--- src/rtl/seg_scan_ctrl.sv ---
// Multiplexed seven-segment scanner: owns refresh timing, snapshots digits per frame, PWM-dims per slot.
// Optional leading-zero blanking is compiled in when SEG_LZB_EN is defined.
module seg_scan_ctrl #(
  parameter int NUM_DIGITS = 4,
  parameter int PRESCALE   = 100000,
  parameter bit ACTIVE_LOW = 1'b1
) (
  input  logic                          clk,
  input  logic                          rst_n,
  input  logic                          enable,
  input  logic [4*NUM_DIGITS-1:0]       digit_data,
  input  logic [NUM_DIGITS-1:0]         dp_in,
  input  logic [NUM_DIGITS-1:0]         blank_mask,
  input  logic [3:0]                    brightness,
  output logic [NUM_DIGITS-1:0]         anode,
  output logic [6:0]                    cathode,
  output logic                          dp,
  output logic [$clog2(NUM_DIGITS)-1:0] digit_sel,
  output logic                          frame_tick
);

  localparam int CW = $clog2(PRESCALE);
  localparam int KW = $clog2(NUM_DIGITS);
  localparam int TW = CW + 5;

  localparam logic [CW-1:0]         CNT_LAST  = CW'(PRESCALE - 1);
  localparam logic [KW-1:0]         SLOT_LAST = KW'(NUM_DIGITS - 1);
  localparam logic [NUM_DIGITS-1:0] AN_OFF    = ACTIVE_LOW ? '1 : '0;
  localparam logic [6:0]            SEG_OFF   = ACTIVE_LOW ? 7'h7F : 7'h00;
  localparam logic                  DP_OFF    = ACTIVE_LOW;

  // Standard hex decode, active-high, bit0 = a ... bit6 = g.
  function automatic logic [6:0] hex_to_seg(input logic [3:0] nib);
    case (nib)
      4'h0: hex_to_seg = 7'h3F;
      4'h1: hex_to_seg = 7'h06;
      4'h2: hex_to_seg = 7'h5B;
      4'h3: hex_to_seg = 7'h4F;
      4'h4: hex_to_seg = 7'h66;
      4'h5: hex_to_seg = 7'h6D;
      4'h6: hex_to_seg = 7'h7D;
      4'h7: hex_to_seg = 7'h07;
      4'h8: hex_to_seg = 7'h7F;
      4'h9: hex_to_seg = 7'h6F;
      4'hA: hex_to_seg = 7'h77;
      4'hB: hex_to_seg = 7'h7C;
      4'hC: hex_to_seg = 7'h39;
      4'hD: hex_to_seg = 7'h5E;
      4'hE: hex_to_seg = 7'h79;
      default: hex_to_seg = 7'h71;
    endcase
  endfunction

  logic [CW-1:0]           cnt_q, cnt_d;
  logic [KW-1:0]           k_q, k_d;
  logic [4*NUM_DIGITS-1:0] data_q;
  logic [NUM_DIGITS-1:0]   dp_snap_q;
  logic [NUM_DIGITS-1:0]   blank_q;
  logic [3:0]              bright_q;

  logic [NUM_DIGITS-1:0]   anode_q, anode_d;
  logic [6:0]              cathode_q, cathode_d;
  logic                    dp_q, dp_d;
  logic [KW-1:0]           sel_q;
  logic                    tick_q, tick_d;

  logic                    slot_start, frame_start;
  logic [4*NUM_DIGITS-1:0] data_eff;
  logic [NUM_DIGITS-1:0]   dp_eff, blank_eff, lzb_mask, dark;
  logic [3:0]              bright_eff, nib;
  logic [TW-1:0]           thr_full, thr;
  logic [KW-1:0]           sel;
  logic                    lit;
  logic [NUM_DIGITS-1:0]   one_hot;

  // On the snapshot / latch cycle the live inputs are used directly, so the
  // fresh frame and fresh brightness are visible from the very first slot cycle.
  // NOTE: every signal assigned in always_comb gets a default first, so no path leaves it unassigned and no latch is inferred.
  always_comb begin
    slot_start  = (cnt_q == '0);
    frame_start = slot_start && (k_q == '0);
    data_eff    = frame_start ? digit_data : data_q;
    dp_eff      = frame_start ? dp_in      : dp_snap_q;
    blank_eff   = frame_start ? blank_mask : blank_q;
    bright_eff  = slot_start  ? brightness : bright_q;

    thr_full = (TW'(bright_eff) + TW'(1)) * TW'(PRESCALE);
    thr      = thr_full >> 4;

    lzb_mask = '0;
`ifdef SEG_LZB_EN
    begin
      logic seen;
      seen = 1'b0;
      for (int j = NUM_DIGITS - 1; j >= 1; j--) begin
        if (!seen && data_eff[4*j +: 4] == 4'h0) lzb_mask[j] = 1'b1;
        else                                     seen        = 1'b1;
      end
    end
`endif
    dark = blank_eff | lzb_mask;

    sel = SLOT_LAST - k_q;
    nib = data_eff[4*int'(sel) +: 4];
    lit = (TW'(cnt_q) < thr) && !dark[sel];

    one_hot   = {{(NUM_DIGITS-1){1'b0}}, 1'b1} << sel;
    anode_d   = (lit ? one_hot : '0) ^ {NUM_DIGITS{ACTIVE_LOW}};
    cathode_d = (lit ? hex_to_seg(nib) : 7'h00) ^ {7{ACTIVE_LOW}};
    dp_d      = (lit && dp_eff[sel]) ^ ACTIVE_LOW;
    tick_d    = (k_q == SLOT_LAST) && (cnt_q == CNT_LAST);

    cnt_d = cnt_q + CW'(1);
    k_d   = k_q;
    if (cnt_q == CNT_LAST) begin
      cnt_d = '0;
      k_d   = (k_q == SLOT_LAST) ? '0 : k_q + KW'(1);
    end
  end

  // NOTE: sequential state uses non-blocking assignments only, so every register samples pre-edge values.
  // NOTE: the snapshot registers are reset too (to all-blank), so a stale frame can never reach the pins.
  always_ff @(posedge clk) begin
    if (!rst_n) begin
      cnt_q     <= '0;
      k_q       <= '0;
      data_q    <= '0;
      dp_snap_q <= '0;
      blank_q   <= '1;
      bright_q  <= '0;
      anode_q   <= AN_OFF;
      cathode_q <= SEG_OFF;
      dp_q      <= DP_OFF;
      sel_q     <= '0;
      tick_q    <= 1'b0;
    end else if (!enable) begin
      cnt_q     <= '0;
      k_q       <= '0;
      anode_q   <= AN_OFF;
      cathode_q <= SEG_OFF;
      dp_q      <= DP_OFF;
      sel_q     <= '0;
      tick_q    <= 1'b0;
    end else begin
      cnt_q <= cnt_d;
      k_q   <= k_d;
      if (frame_start) begin
        data_q    <= digit_data;
        dp_snap_q <= dp_in;
        blank_q   <= blank_mask;
      end
      if (slot_start) bright_q <= brightness;
      anode_q   <= anode_d;
      cathode_q <= cathode_d;
      dp_q      <= dp_d;
      sel_q     <= sel;
      tick_q    <= tick_d;
    end
  end

  assign anode      = anode_q;
  assign cathode    = cathode_q;
  assign dp         = dp_q;
  assign digit_sel  = sel_q;
  assign frame_tick = tick_q;

endmodule

--- config.mk ---
export PLATFORM = sky130hd
export DESIGN_NAME = seg_scan_ctrl
export DESIGN_NICKNAME = d
export VERILOG_FILES = /design/src/rtl/seg_scan_ctrl.sv
export SDC_FILE = /design/constraint.sdc
export NUM_CORES = 1
export LEC_CHECK = 0
export BUFFER_PORTS_ARGS = -buffer_cell sky130_fd_sc_hd__buf_4
export CORE_UTILIZATION = 50
export DETAILED_ROUTE_END_ITERATION = 7
export HOLD_SLACK_MARGIN = 0.06
export PLACE_DENSITY_LB_ADDON = 0.25
export SYNTH_ARGS = -nofsm -noshare
export SYNTH_HDL_FRONTEND = slang
export SYNTH_SLANG_ARGS = --single-unit
--- constraint.sdc ---
create_clock -name clk -period 16.2 [get_ports clk]
set_clock_uncertainty 0.05 [all_clocks]
set_input_delay 0.81 -clock clk [delete_from_list [all_inputs] [get_ports clk]]
set_output_delay 0.81 -clock clk [all_outputs]
set_load 0.03 [all_outputs]
# Word level (Yosys, flattened, before mapping)
# Memories as Yosys holds them, arrays and structs flattened.
# Index checks and enable logic that the tools add are counted.
[totals] regBits=62 mem_count=1 out_inout_bits=15 in_bits=31 romBits=112
[mem_list] name="(name not given)" words=16 width=7 rd=1 rd_clocked_by_memory_dff=0 write_ports=0 line="34" text="case (nib)"
[classes] add_sub_neg=4 bitwise_logic=5 n_reduce_logical=9 multipliers=1 shifts=2 eq_ne=2 order_cmp=2 mux=11
[ops] operator="< comparator 17 x 18 -> 1 bit" count=1
[ops] operator="adder 17 x 1 -> 17 bit, second input constant" count=1
[ops] operator="equality test 17 bit, second input constant" count=1
[ops] operator="zero test 17 bit" count=1
[ops] operator="multiplier 5 x 12 -> 17 bit, second input constant" count=1
[ops] operator="two-way mux 16 bit" count=1
[ops] operator="two-way mux 4 bit" count=4
[ops] operator="variable part select 16 x 5 -> 4 bit" count=1
[ops] operator="two-way mux 7 bit" count=1
[ops] operator="NOT 7 bit" count=1
[ops] operator="adder 4 x 1 -> 5 bit, second input constant" count=1
[ops] operator="binary-select mux 1 bit (select 2 bit)" count=2
[ops] operator="logical AND 1 bit" count=4
[ops] operator="NOT 4 bit" count=1
[ops] operator="<< shifter 1 x 2 -> 4 bit, first input constant" count=1
[ops] operator="< comparator 2 x 3 -> 1 bit, second input constant" count=1
[ops] operator="NOT 1 bit" count=3
[ops] operator="OR reduction 3 bit" count=1
[ops] operator="adder 2 x 1 -> 2 bit, second input constant" count=1
[ops] operator="equality test 2 bit, second input constant" count=1
[ops] operator="zero test 2 bit" count=1
[ops] operator="two-way mux 1 bit" count=2
[ops] operator="two-way mux 2 bit" count=1
[ops] operator="AND reduction 2 bit" count=1
[ops] operator="2 further kinds" count=2

# Longest topological paths before layout
[depth] word_depth=9 mapped_depth=29 depth_no_buf=28

# Worst setup path before layout
# OpenSTA, ideal clock, no wires.
[synth_timing] kind="reg-to-reg" startpoint="register cnt_q[9]" endpoint="register cathode_q[5], in the netlist cathode[5]" t_arrival_ns=6.219 setup_slack_ns=9.783 t_required_ns=16.002 stages_incl_launch_ff=27 synth_period_minus_slack_ns=6.417 path_cell_list="dfxtp_1 -> nor4_2 -> nand4_2 -> nor2_2 -> mux2i_1 -> inv_1 -> ha_1 -> xnor2_1 -> ha_1 -> xor2_1 -> ha_1 -> ha_1 -> ha_1 -> a21o_1 -> a21oi_1 -> o21bai_1 -> a21oi_1 -> o21bai_1 -> a31oi_1 -> o21ai_0 -> xnor2_1 -> ha_1 -> o211a_1 -> a221o_1 -> a31oi_2 -> buf_6 -> o221ai_1"
[synth_lines] item="start: declaration" line="54" text="logic [CW-1:0] cnt_q, cnt_d;"
[synth_lines] item="start signal: assignment" line="145" text="cnt_q <= cnt_d;"
[synth_lines] item="zero test 17 bit" line="80" text="slot_start = (cnt_q == '0);"
[synth_lines] item="two-way mux 4 bit"
[synth_lines] item="via bright_eff[0]" line="70" text="logic [3:0] bright_eff, nib;"
[synth_lines] item="adder 4 x 1 -> 5 bit" line="87" text="thr_full = (TW'(bright_eff) + TW'(1)) * TW'(PRESCALE);"
[synth_lines] item="multiplier 5 x 12 -> 17 bit" line="87"
[synth_lines] item="< comparator 17 x 18 -> 1 bit" line="105" text="lit = (TW'(cnt_q) < thr) && !dark[sel];"
[synth_lines] item="logical AND 1 bit" line="105"
[synth_lines] item="two-way mux 7 bit" line="109" text="cathode_d = (lit ? hex_to_seg(nib) : 7'h00) ^ {7{ACTIVE_LOW}};"
[synth_lines] item="NOT 7 bit (no line)"
[synth_lines] item="end signal: assignment" line="154" text="cathode_q <= cathode_d;"
[synth_lines] item="end: declaration" line="62" text="logic [6:0] cathode_q, cathode_d;"
# The timed path passes the listed nets, and every way through them passes these cells. The select of a mux whose other input is x is not followed.
# A chain may end at the register's enable or synchronous reset.

# Final worst setup path
[layout_timing] startpoint="register cnt_q[9]" endpoint="register cathode_q[2], in the netlist cathode[2]"
# The elaborated chain is that of the path after synthesis.

==> flow_metrics.py <==
metrics = {
    "worst_setup_path": {
        "reg2reg_depth": 27,
        "timing.critical_path.from": "cnt_q[9]",
        "worst_r2r_startpoint": "cnt_q[9]",
        "critical_path.endpoint_type": "flop",
        "path_delay_family": "compound AO/OA/AOI/OAI gates",
        "maximum_single_stage_delay_on_the_critical_path_ps": 760,
        "cpMaxStageDelayCell": "sky130_fd_sc_hd__mux2i_1",
        "critical_path_arrival_ps": 7790,
        "worstPathBufferInverterCount": 1,
        "critPathLaunchType": "flop",
        "worst-path-max-fanout": 12,
        "cpMostUsedCell": "sky130_fd_sc_hd__ha_1",
        "r2r_setup_slack_ps": 8530,
        "critPathKind": "reg2reg",
        "path_depth": 27,
        "worst_ep_required_time_ps": 16330,
    },
    "yosys": {
        "yosys.area_share.adder": 0.182,
        "flip_flop_and_latch_count_after_synthesis": 62,
        "seq_area_frac_synth": 0.299,
        "muxShareOfSynthArea": 0.103,
        "synth-warning-count": 0,
        "number_of_synthesized_flops_with_an_enable_pin": 0,
        "syn-num-nets": 553,
        "synthFlopType": "sky130_fd_sc_hd__dfxtp_1",
        "synth_cell_type_count": 56,
        "average_instance_area_after_synthesis_um2": 9.00,
        "async_sr_flop_fraction": 0,
        "fraction_of_synthesized_cell_area_in_xor_and_xnor_cells": 0.0569,
        "dominant_combinational_cell_family_by_area_after_synthesis": "simple AND/OR/NAND/NOR gates",
        "syn_inst": 462,
        "synthesis.area_mm2": 0.00416,
        "simple_gate_portion_of_the_synthesized_area": 0.197,
        "synth_compound_area_frac": 0.125,
    },
    "global_route": {
        "groute.layer.met2.usage": 0.365,
        "grtUsageTotal": 0.224,
        "groute.layer.met1.usage": 0.301,
        "grt.overflow.total": 0,
        "antenna_found_initial": 0,
        "grt_first_pass_wirelength_um": 15300,
        "grt.busiest_layer": "met2",
        "first_global_vias": 3287,
        "met3_usage": 0.0520,
        "largest_net_degree_at_the_start_of_global_routing": 32,
    },
    "sta": {
        "maxSlewHeadroom": 0.388,
        "final-hold-violation-count": 0,
        "tightest_slew_ps": 910,
        "setup_total_negative_slack_ps": 0,
        "setup_viol": 0,
        "max_freq_mhz": 130,
        "min_period_over_period": 0.473,
        "worst_hold_slack_ps": 414,
        "timing_max_transition_violations_final": 0,
        "finalCriticalPeriod_ps": 7670,
        "setup_ws_ps": 8530,
        "setup_repair_after_global_routing_missed_its_margin": "no",
    },
    "cts": {
        "tritoncts.num_buffers": 9,
        "post_cts.repair.setup_buffers": 0,
        "max-clock-path-buffers": 2,
        "ctsResizeCount": 0,
        "cts_num_sinks": 62,
        "root_buffer_cell": "sky130_fd_sc_hd__clkbuf_8",
        "htreeDepth": 3,
        "cts.clk_slew.worst_paths_ps": 70,
        "cts_tree": "done",
        "cts.hold.buffers_added": 0,
        "clock_latency_ps": 340,
    },
    "place": {
        "gp_routability_congestion": 0.865,
        "place_hpwl_um": 6800,
        "dp_slack_ps": 8620,
        "buffer_ports.inserted": 45,
    },
    "outcome": {
        "outcome": "completed",
    },
    "floorplanning": {
        "ioPinCount": 46,
        "fp-row-count": 32,
        "start_util": 0.527,
        "core_region_area_mm2": 0.00789,
        "fp.dieW_um": 93.2,
        "dieHeight_um": 93.2,
        "die-area_mm2": 0.00868,
    },
    "power_and_ir_drop": {
        "post-layout-total-power_uw": 469,
        "power.density_mw_per_mm2": 97.7,
        "vdd_ir_drop_max_uv": 50.8,
        "leakagePower_nw": 2.16,
    },
    "cells_and_area": {
        "area.growth.synth_to_final_pct": 15.5,
        "layout_common_cells": "sky130_fd_sc_hd__nand2_1 (82), sky130_fd_sc_hd__dfxtp_1 (62), sky130_fd_sc_hd__ha_1 (59)",
        "design.final.nets": 597,
        "layout_commonest_cell": "sky130_fd_sc_hd__nand2_1",
        "fin_util": 0.609,
        "share_of_final_layout_standard_cells_stronger_than_drive_strength_1": 0.167,
        "fillers": 683,
        "antenna_cells_inserted": 0,
    },
    "drt": {
        "drt_wl_total_um": 9020,
        "post-route-drc-count": 0,
        "wl_per_cell_um": 14.7,
        "ant_nets": 0,
        "vias": 3455,
        "drt_iter0_markers": 205,
        "routed_via_density": 5.65,
        "detailedRoute.firstPassIterationCount": 4,
    },
    "worst_hold_path": {
        "whs_path_depth": 2,
        "hold_class": "reg2reg",
        "min_from": "data_q[13]",
    },
    "job": {
        "drv_cap": 0,
    },
}
[final timing paths]
check | end
hold reg to reg | data_q[13]
setup / recovery | cathode[2]
setup reg to reg | cathode[2]
hold / removal | data_q[13]
[metal layers]
layer / vias up / part of all wire
li1: 1719 / -
met3: 11 / 0.044
met1: 1637 / 0.48
met2: 88 / 0.47
met5: - / 0
met4: 0 / 0.010
[cell families after synthesis]
kind of cell | after synthesis
and+or+nand+nor | 176
buffers and inverters | 38
adders and majority gates | 60
DFF | 62
AOI/OAI and AO/OA | 73
muxes | 26
xor gates and xnor gates | 27
[final cells by class]
cell class | count | area [um2] | area share
Clock buffer | 12 | 155 | 0.0323
Clock inverter | 3 | 67.6 | 0.0141
Inverter | 24 | 90.1 | 0.0188
Multi-Input combinational cell | 362 | 2770 | 0.576
Sequential cell | 62 | 1240 | 0.259
Tap cell | 102 | 128 | 0.0266
Timing Repair Buffer | 47 | 353 | 0.0735
[metrics by stage]
step	cells	instance area (um2)
final	612	4800
after global placement	597	4580
after floorplan	462	4160
after CTS	612	4800
after detailed placement	597	4580
after global routing	612	4800
[power breakdown]
part / leakage [nW] / internal [mW] / switching [mW] / total (mW)
clock: 0.109 / 0.0942 / 0.0596 / 0.154
combinational: 1.55 / 0.0656 / 0.0878 / 0.153
sequential: 0.507 / 0.159 / 0.00301 / 0.162
total: 2.16 / 0.319 / 0.150 / 0.469
[state kept, by name (all words and copies together), names as in the netlist]
register	cells
anode	4
frame_tick	1
dp	1
blank_q	4
k_q	2
bright_q	4
digit_sel	2
data_q	16
dp_snap_q	4
cnt_q	17
cathode	7
[synthesized netlist by cell type, drive strengths merged, types with 3 or more instances]
cell     n  share of area
nand2   82          0.074
dfxtp   62           0.30
ha      59           0.18
nor2    35          0.032
inv     23          0.021
a21boi  21          0.038
a21oi   18          0.022
nand3   17          0.020
xor2    15          0.032
mux2i   13          0.032
mux4    13          0.070
xnor2   12          0.025
clkbuf  11         0.0099
nand4    8          0.014
nand2b   7          0.011
o21ai    6         0.0072
nor4     5         0.0090
a21o     4         0.0072
nor3     4         0.0060
o211a    4         0.0096
o221ai   4         0.0099
a31oi    3         0.0060
and4     3         0.0063
buf      3         0.0057
nor2b    3         0.0045
[worst register-to-register path, delay by kind of cell, from the launching register on]
kind | cells | cell delay, ps
muxes | 1 | 760
AOI/OAI and AO/OA | 10 | 2300
adders and majority gates | 6 | 1740
xor gates and xnor gates | 3 | 770
buffers and inverters | 1 | 250
DFF | 1 | 370
and+or+nand+nor | 6 | 1270
Note: power is estimated with default switching activity, not from simulation.
